**config.mk**
```make
export PLATFORM = sky130hd
export DESIGN_NAME = switch_event_arbiter_flat
export DESIGN_NICKNAME = d
export VERILOG_FILES = /design/src/rtl/switch_event_arbiter_pkg.sv /design/src/rtl/switch_event_arbiter_if.sv /design/src/rtl/switch_event_arbiter_rr_priority_picker.sv /design/src/rtl/switch_event_arbiter.sv /design/src/flat_wrapper.sv
export SDC_FILE = /design/constraint.sdc
export NUM_CORES = 1
export LEC_CHECK = 0
export BUFFER_PORTS_ARGS = -buffer_cell sky130_fd_sc_hd__buf_2
export CAP_MARGIN = 15
export CORE_ASPECT_RATIO = 1.4
export CORE_MARGIN = 3
export CORE_UTILIZATION = 30
export DETAILED_ROUTE_END_ITERATION = 7
export SLEW_MARGIN = 20
export SYNTH_ARGS = -nofsm -noshare
export SYNTH_HDL_FRONTEND = slang
export SYNTH_SLANG_ARGS = --single-unit
```
**constraint.sdc**
```tcl
create_clock -name i_Clk -period 1.55 [get_ports i_Clk]
set_input_delay 0.31 -clock i_Clk [delete_from_list [all_inputs] [get_ports i_Clk]]
set_output_delay 0.31 -clock i_Clk [all_outputs]
set_load 0.05 [all_outputs]
```
**src/rtl/switch_event_arbiter_pkg.sv**
```systemverilog
// rtl/switch_event_arbiter_pkg.sv - shared types and limits for the switch event arbiter
package switch_event_arbiter_pkg;

  localparam int MIN_SWITCHES     = 2;
  localparam int MAX_SWITCHES     = 8;
  localparam int NUM_SWITCHES_DEF = 4;

  typedef enum logic {
    ST_IDLE  = 1'b0,
    ST_OFFER = 1'b1
  } state_e;

endpackage

```
**src/rtl/switch_event_arbiter_if.sv**
```systemverilog
// rtl/switch_event_arbiter_if.sv - valid/ready event channel towards the shared consumer
interface switch_event_arbiter_if #(
  parameter int ID_WIDTH = 2
);
  logic                event_valid;
  logic [ID_WIDTH-1:0] event_id;
  logic                event_ready;

  modport master (output event_valid, output event_id, input event_ready);
  modport slave  (input event_valid, input event_id, output event_ready);
endinterface

```
**src/rtl/switch_event_arbiter_rr_priority_picker.sv**
```systemverilog
// rtl/switch_event_arbiter_rr_priority_picker.sv - picks the first request at or above ptr, wrapping
module rr_priority_picker #(
  parameter int N = 4,
  parameter int W = 2
) (
  input  logic [N-1:0] req_i,
  input  logic [W-1:0] ptr_i,
  output logic         any_o,
  output logic [W-1:0] idx_o
);

  always_comb begin
    int j;
    any_o = 1'b0;
    idx_o = '0;
    j     = 0;
    for (int k = 0; k < N; k++) begin
      j = int'(ptr_i) + k;
      if (j >= N) j = j - N;
      if (!any_o && req_i[j]) begin
        any_o = 1'b1;
        idx_o = j[W-1:0];
      end
    end
  end

endmodule

```
**src/rtl/switch_event_arbiter.sv**
```systemverilog
// rtl/switch_event_arbiter.sv - release-edge capture, pending flags and round-robin event offer
module switch_event_arbiter
  import switch_event_arbiter_pkg::*;
#(
  parameter int NUM_SWITCHES = NUM_SWITCHES_DEF
) (
  input  logic                    i_Clk,
  input  logic                    i_Rst_L,
  input  logic [NUM_SWITCHES-1:0] i_Switch,
  switch_event_arbiter_if.master  evt,
  output logic [NUM_SWITCHES-1:0] o_Pending,
  output logic                    o_Overrun,
  input  logic                    i_Overrun_Clr,
  output logic [NUM_SWITCHES-1:0] o_LED
);

  localparam int ID_WIDTH = $clog2(NUM_SWITCHES);

  if (NUM_SWITCHES < MIN_SWITCHES || NUM_SWITCHES > MAX_SWITCHES) begin : g_bad_num_switches
    $error("switch_event_arbiter: NUM_SWITCHES out of range");
  end

  state_e                  state_q, state_d;
  logic [NUM_SWITCHES-1:0] prev_q, pending_q, pending_d, led_q, led_d;
  logic [NUM_SWITCHES-1:0] rel, grant;
  logic                    overrun_q, overrun_d;
  logic [ID_WIDTH-1:0]     rr_ptr_q, rr_ptr_d, id_q, id_d, pick_idx;
  logic                    pick_any;

  rr_priority_picker #(.N(NUM_SWITCHES), .W(ID_WIDTH)) u_picker (
    .req_i (pending_q),
    .ptr_i (rr_ptr_q),
    .any_o (pick_any),
    .idx_o (pick_idx)
  );

  always_comb begin
    state_d  = state_q;
    id_d     = id_q;
    rr_ptr_d = rr_ptr_q;
    led_d    = led_q;
    grant    = '0;
    case (state_q)
      ST_IDLE: begin
        if (pick_any) begin
          id_d    = pick_idx;
          state_d = ST_OFFER;
        end
      end
      ST_OFFER: begin
        if (evt.event_ready) begin
          grant[id_q]  = 1'b1;
          led_d[id_q]  = ~led_q[id_q];
          rr_ptr_d     = (id_q == ID_WIDTH'(NUM_SWITCHES - 1)) ? '0 : id_q + ID_WIDTH'(1);
          state_d      = ST_IDLE;
        end
      end
      default: state_d = ST_IDLE;
    endcase

    // A fresh release always survives, even when its predecessor is granted this cycle.
    rel       = prev_q & ~i_Switch;
    pending_d = rel | (pending_q & ~grant);
    overrun_d = (|(rel & pending_q & ~grant)) | (overrun_q & ~i_Overrun_Clr);
  end

  always_ff @(posedge i_Clk) begin
    if (!i_Rst_L) begin
      state_q   <= ST_IDLE;
      prev_q    <= '0;
      pending_q <= '0;
      led_q     <= '0;
      overrun_q <= 1'b0;
      rr_ptr_q  <= '0;
      id_q      <= '0;
    end else begin
      state_q   <= state_d;
      prev_q    <= i_Switch;
      pending_q <= pending_d;
      led_q     <= led_d;
      overrun_q <= overrun_d;
      rr_ptr_q  <= rr_ptr_d;
      id_q      <= id_d;
    end
  end

  assign evt.event_valid = (state_q == ST_OFFER);
  assign evt.event_id    = id_q;
  assign o_Pending       = pending_q;
  assign o_Overrun       = overrun_q;
  assign o_LED           = led_q;

endmodule

```
**src/flat_wrapper.sv**
```systemverilog
// flat-port wrapper written by rule: the top's interface ports become plain ports
module switch_event_arbiter_flat import switch_event_arbiter_pkg::*;
#(
  parameter int NUM_SWITCHES = NUM_SWITCHES_DEF
)
  (i_Clk, i_Rst_L, i_Switch, o_Pending, o_Overrun, i_Overrun_Clr, o_LED, evt_event_valid, evt_event_id, evt_event_ready);
  switch_event_arbiter_if #(.ID_WIDTH(($clog2((4))))) evt_i ();
  input  logic i_Clk;
  input  logic i_Rst_L;
  input  logic [NUM_SWITCHES-1:0] i_Switch;
  output logic [NUM_SWITCHES-1:0] o_Pending;
  output logic o_Overrun;
  input  logic i_Overrun_Clr;
  output logic [NUM_SWITCHES-1:0] o_LED;
  output wire logic [$bits(evt_i.event_valid)-1:0] evt_event_valid;
  output wire logic [$bits(evt_i.event_id)-1:0] evt_event_id;
  input wire logic [$bits(evt_i.event_ready)-1:0] evt_event_ready;
  assign evt_event_valid = evt_i.event_valid;
  assign evt_event_id = evt_i.event_id;
  assign evt_i.event_ready = evt_event_ready;
  switch_event_arbiter #(.NUM_SWITCHES(NUM_SWITCHES)) u_core (.i_Clk(i_Clk), .i_Rst_L(i_Rst_L), .i_Switch(i_Switch), .evt(evt_i), .o_Pending(o_Pending), .o_Overrun(o_Overrun), .i_Overrun_Clr(i_Overrun_Clr), .o_LED(o_LED));
endmodule
```
* After elaboration in Yosys (flattened, before gate mapping)
Cells that the tools add are included.
** Cells by class
- Add/sub/neg operators :: 8
- Order comparisons :: 10
- Equal/unequal tests :: 1
- Muxes and demuxes :: 35
- Bitwise gates (word level) :: 12
- Reductions and logical operators :: 10
** Operators with widths (count)
- $lt 32x4->1 const B :: 4
- $mux 32 :: 4
- $and 4x4->4 :: 4
- $mux 1 :: 16
- $sub 3x3->4 const B :: 3
- $bmux 1 s2 :: 5
- $mux 2 :: 5
- $ge 3x3->1 const B :: 3
- $mux 4 :: 2
- $not 4->4 :: 2
- $add 2x2->3 const B :: 2
- $bwmux 4 :: 1
- $logic_and 1x1->1 :: 4
- $or 4x4->4 :: 1
- $reduce_and 2->1 :: 2
- $reduce_or 4->1 :: 1
- $sub 2x3->4 const B :: 1
- $add 2x1->3 const B :: 1
- $ge 2x3->1 const B :: 1
- $logic_not 1->1 :: 3
- $lt 2x3->1 const B :: 1
- $not 1->1 :: 3
- $add 2x1->2 const B :: 1
- $demux 1 s2 :: 1
- other kinds (5) :: 5
** Word-level totals
- Register bits after elaboration :: 18
- Input port bits :: 8
- Output and inout bits :: 12
- Word-level logic and storage cells :: 83

* Longest topological paths before layout
- Word-level depth :: 17
- Mapped depth :: 6
- Gate-level depth less buffers :: 6

* Modules after synthesis
A second synthesis with hierarchy kept.
** Unflattened totals
- Cells, all modules :: 96
- Area, all modules :: 812.0 µm²
** By module, submodules not included
- switch_event_arbiter :: instances 1, cells each 81, area each 734.5 µm², seq. area each 360.3 µm²
- rr_priority_picker :: instances 1, cells each 15, area each 77.6 µm², seq. area each 0.0 µm²

* Worst setup path before layout
No wires, ideal clock.
- Path type :: reg2reg
- From :: register u_core.id_q[0] (netlist: u_core.evt.event_id[0])
- To :: register u_core.led_q[0] (netlist: u_core.o_LED[0])
- Arrival :: 1552 ps
- Data required time :: 1485 ps
- Slack :: -67 ps
- Cell stages (with the launch flop) :: 5
- Period minus slack after synthesis :: 1617 ps
- Cells stage by stage :: dfxtp_1 > mux4_2 > nor2_1 > a21oi_1 > nor2_1
** On the way
- Longest elaborated chain between the ends :: 5
** RTL lines
- from (decl) :: line switch_event_arbiter.sv:27 : logic [ID_WIDTH-1:0] rr_ptr_q, rr_ptr_d, id_q, id_d, pick_idx;
- from (signal assigned) :: line switch_event_arbiter.sv:83 : id_q <= id_d;
- $lt 2x3->1 (implied by the code) or $ge 2x1->1 (tied branches) :: line switch_event_arbiter.sv:53 : led_d[id_q] = ~led_q[id_q];
- $logic_and 1x1->1 (implied by the code) :: line switch_event_arbiter.sv:53
- $mux 1 (implied by the code) :: line switch_event_arbiter.sv:53
- $demux 1 s2
- $bwmux 4 * :: line switch_event_arbiter.sv:53
- to (signal assigned) :: line switch_event_arbiter.sv:80 : led_q <= led_d;
- to (decl) :: line switch_event_arbiter.sv:24 : logic [NUM_SWITCHES-1:0] prev_q, pending_q, pending_d, led_q, led_d;
Every way passes the cells marked *; elsewhere a longest branch is shown, timed or not. The select of a mux whose other input is x is not followed.
A chain may end at the register's enable or synchronous reset.

* Worst setup path after layout
- From :: register u_core.state_q (netlist: u_core.evt.event_valid)
- To :: output evt_event_valid
** RTL lines
- from (decl) :: line switch_event_arbiter.sv:23 : state_e state_q, state_d;
- from (signal assigned) :: line switch_event_arbiter.sv:77 : state_q <= state_d;
- to (decl) :: line flat_wrapper.sv:15 : output wire logic [$bits(evt_i.event_valid)-1:0] evt_event_valid;
No word-level cell between the ends.

==> results.yml <==
routing:
  wl_per_cell_um: 11.6
  vias_per_cell: 4.78
  ant_nets: 0
  num_vias: 707
  routed_wl_um: 1720
  drc: 0
  dr.pass1.iters: 4
  drt_iter0_drc: 12
logic_synthesis:
  yosys.area.top_type: "dfxtp_1"
  synthCells: 93
  synthSimpleGateAreaFrac_pct: 23.5
  synth_nets: 105
  synth_fa_ha_area_share_pct: 6.19
  synth_mux_area_share_pct: 2.79
  ys_seq_elements: 18
  ys_types: 23
  ys_seq_area_share_pct: 44.6
  yosysWarnings: 0
  synth.top_cell.area_share_pct: 44.6
  synth-xor-area-share_pct: 0
  synth_top_family_by_area: "simple AND/OR/NAND/NOR gates"
  syn-cell-area_um2: 808
  synth_compound_area_share_pct: 17.8
  avgSynthCellArea_um2: 8.69
  synthTopCellsByArea: "dfxtp_1 45%, a21oi_1 8.7%, nor2_1 6.5%, ha_1 6.2%, nor2b_1 4.6%"
worst_setup_path:
  critPathTopFamily: "flip-flops"
  crit_chain: "buf_2"
  worstReg2RegEnd: "u_core.o_Overrun"
  rr_worst_depth: 5
  worstPathArrival_ns: 1.17
  start_kind: "register"
  critPathKind: "register to output pin"
  critPathMaxFanout: 11
  crit_required_ns: 1.24
  rrSetupSlack_ns: 0.17
  path_buf_inv: 1
  end_kind: "output pin"
  reg2reg_from: "u_core.evt.event_id[1]"
  critPathMaxStageDelay_ns: 0.54
  critPathSlowestCell: "dfxtp_1"
hold_path:
  hold_depth: 2
  hold_end: "u_core.prev_q[2]"
  worstHoldStart: "i_Switch[2]"
  hold_path.class: "input port to register"
layout:
  n_antenna_cell: 0
  final_common_cell: "buf_2"
  finalNonFillerCells: 148
  fin_nets: 127
  drive_above_1_share_pct: 23.7
  final_cell_mix: "19 x buf_2, 17 x dfxtp_1, 14 x a21oi_1, 14 x nor2_1, 7 x inv_1"
  final_cell_area_um2: 968
  area_growth_pct: 19.8
timing:
  min_period_ns: 1.48
  rsz0062_at_grt: "false"
  setup_violations: 0
  max_slew_margin_pct: 75.0
  skew_ns: 0.00514
  drv_slew: 0
  finalHoldViolCount: 0
  worst_slack_ns: 0.0663
  min_period_over_period_pct: 95.7
  setup_tns_ns: 0
  fmax_mhz: 674
  worstMarginPinSlew_ns: 0.372
floorplanning:
  fp.dieArea_um2: 3360
  core-area_um2: 2470
  initial_core_util_pct: 32.7
  die_x_um: 49.9
  die_h_um: 67.4
  io_pins: 20
  row_count: 21
cts:
  clock-sinks: 18
  postCtsHoldBufs: 0
  post_cts_buffers: 0
  cts_max_level: 1
  cts_root_buf: "clkbuf_4"
  cts_tree: "yes"
  insertion_delay_ns: 0.29
  cts_buffers: 3
  ctsResizeCount: 0
  clock_path_buffers: 2
  path_clk_slew_ns: 0.10
place:
  dp_slack_ns: 0.191
  globalplace.congestion: 0.727
  port_buffers: 19
  dpl-instance-area_um2: 932
  hpwl_um: 1360
  dp.cells: 144
pwr:
  p_per_area_nw_per_um2: 1010
  peakVddDrop_v: 0.000612
  p_leak_uw: 0.000428
grt:
  grtUsageTotal_pct: 11.3
  grt_start_max_net_pins: 14
  antenna_found_initial: 0
  grt_pass1_vias: 690
  grt_pass1_wl_um: 2970
  gr-total-overflow: 0
run:
  max_cap_violations: 0
status:
  outcome: "complete, no violations"
-- synthesized netlist by cell type, drive strengths merged --
cell,number
nor2,14
o21ai,2
o211ai,1
inv,7
dfxtp,18
o221a,1
and3,1
nor3,2
a21oi,14
buf,2
nor4,1
a21o,1
ha,4
o21bai,1
nand3,6
a31oi,2
mux4,1
nor2b,6
o221ai,1
nand2,3
and2,4
a32oi,1
-- layout make-up --
cell class	instances	area, µm²
Inverter	7	26.3
Fill cell	265	1500
Sequential cell	18	362
Timing Repair Buffer	19	95.1
Tap cell	34	42.5
Clock buffer	4	36.3
Multi-Input combinational cell	66	407
-- per-stage QoR --
step | hold WS, ns | power (µW) | util (%)
after global routing | 0.229 | 1020 | 39.2
after detailed placement | 0.505 | 702 | 37.7
after floorplan | 0.426 | 658 | -
final | 0.228 | 978 | 39.2
after global placement | 0.502 | 699 | 37.7
after CTS | 0.223 | 990 | 39.2
-- worst max-delay path by stage --
stage | start | end | cells after the start
after floorplan | u_core.evt.event_id[1] | u_core.o_Overrun | 5
after global placement | u_core.evt.event_id[1] | u_core.o_Overrun | 5
after detailed placement | u_core.evt.event_id[1] | u_core.o_Overrun | 5
after CTS | u_core.evt.event_valid | evt_event_valid | 1
after global routing | u_core.evt.event_valid | evt_event_valid | 1
final | u_core.evt.event_valid | evt_event_valid | 1
-- kinds of logic (layout without fill, tap and decap cells) --
family	Yosys count	in the layout
buf+inv	9	30
simple gates	37	37
fa+ha+maj	4	4
compound gates	24	24
flops	18	18
mux	1	1
-- power by group --
part           leakage, µW  internal (µW)  switching, µW
Clock            0.0000210            143            145
Combinational     0.000259           54.7            113
Sequential        0.000148            488           34.4
Total             0.000428            686            292
-- per-layer routing --
metal / wire [µm] / part of all wire (%) / global-route usage [%] / vias to the layer above
met5: 0 / 0 / 0 / -
met4: 29 / 1.7 / 6.23 / 0
met3: 69 / 4.0 / 1.77 / 4
met2: 868 / 50 / 21.0 / 14
met1: 755 / 44 / 12.2 / 326
li1: - / - / - / 363
-- registers in the layout, indices dropped and copies added (netlist names) --
register,count
u_core.o_Overrun,1
u_core.evt.event_valid,1
u_core.rr_ptr_q,2
u_core.evt.event_id,2
u_core.prev_q,4
u_core.o_Pending,4
u_core.o_LED,4
No activity file was read; power rests on OpenSTA's default activity.
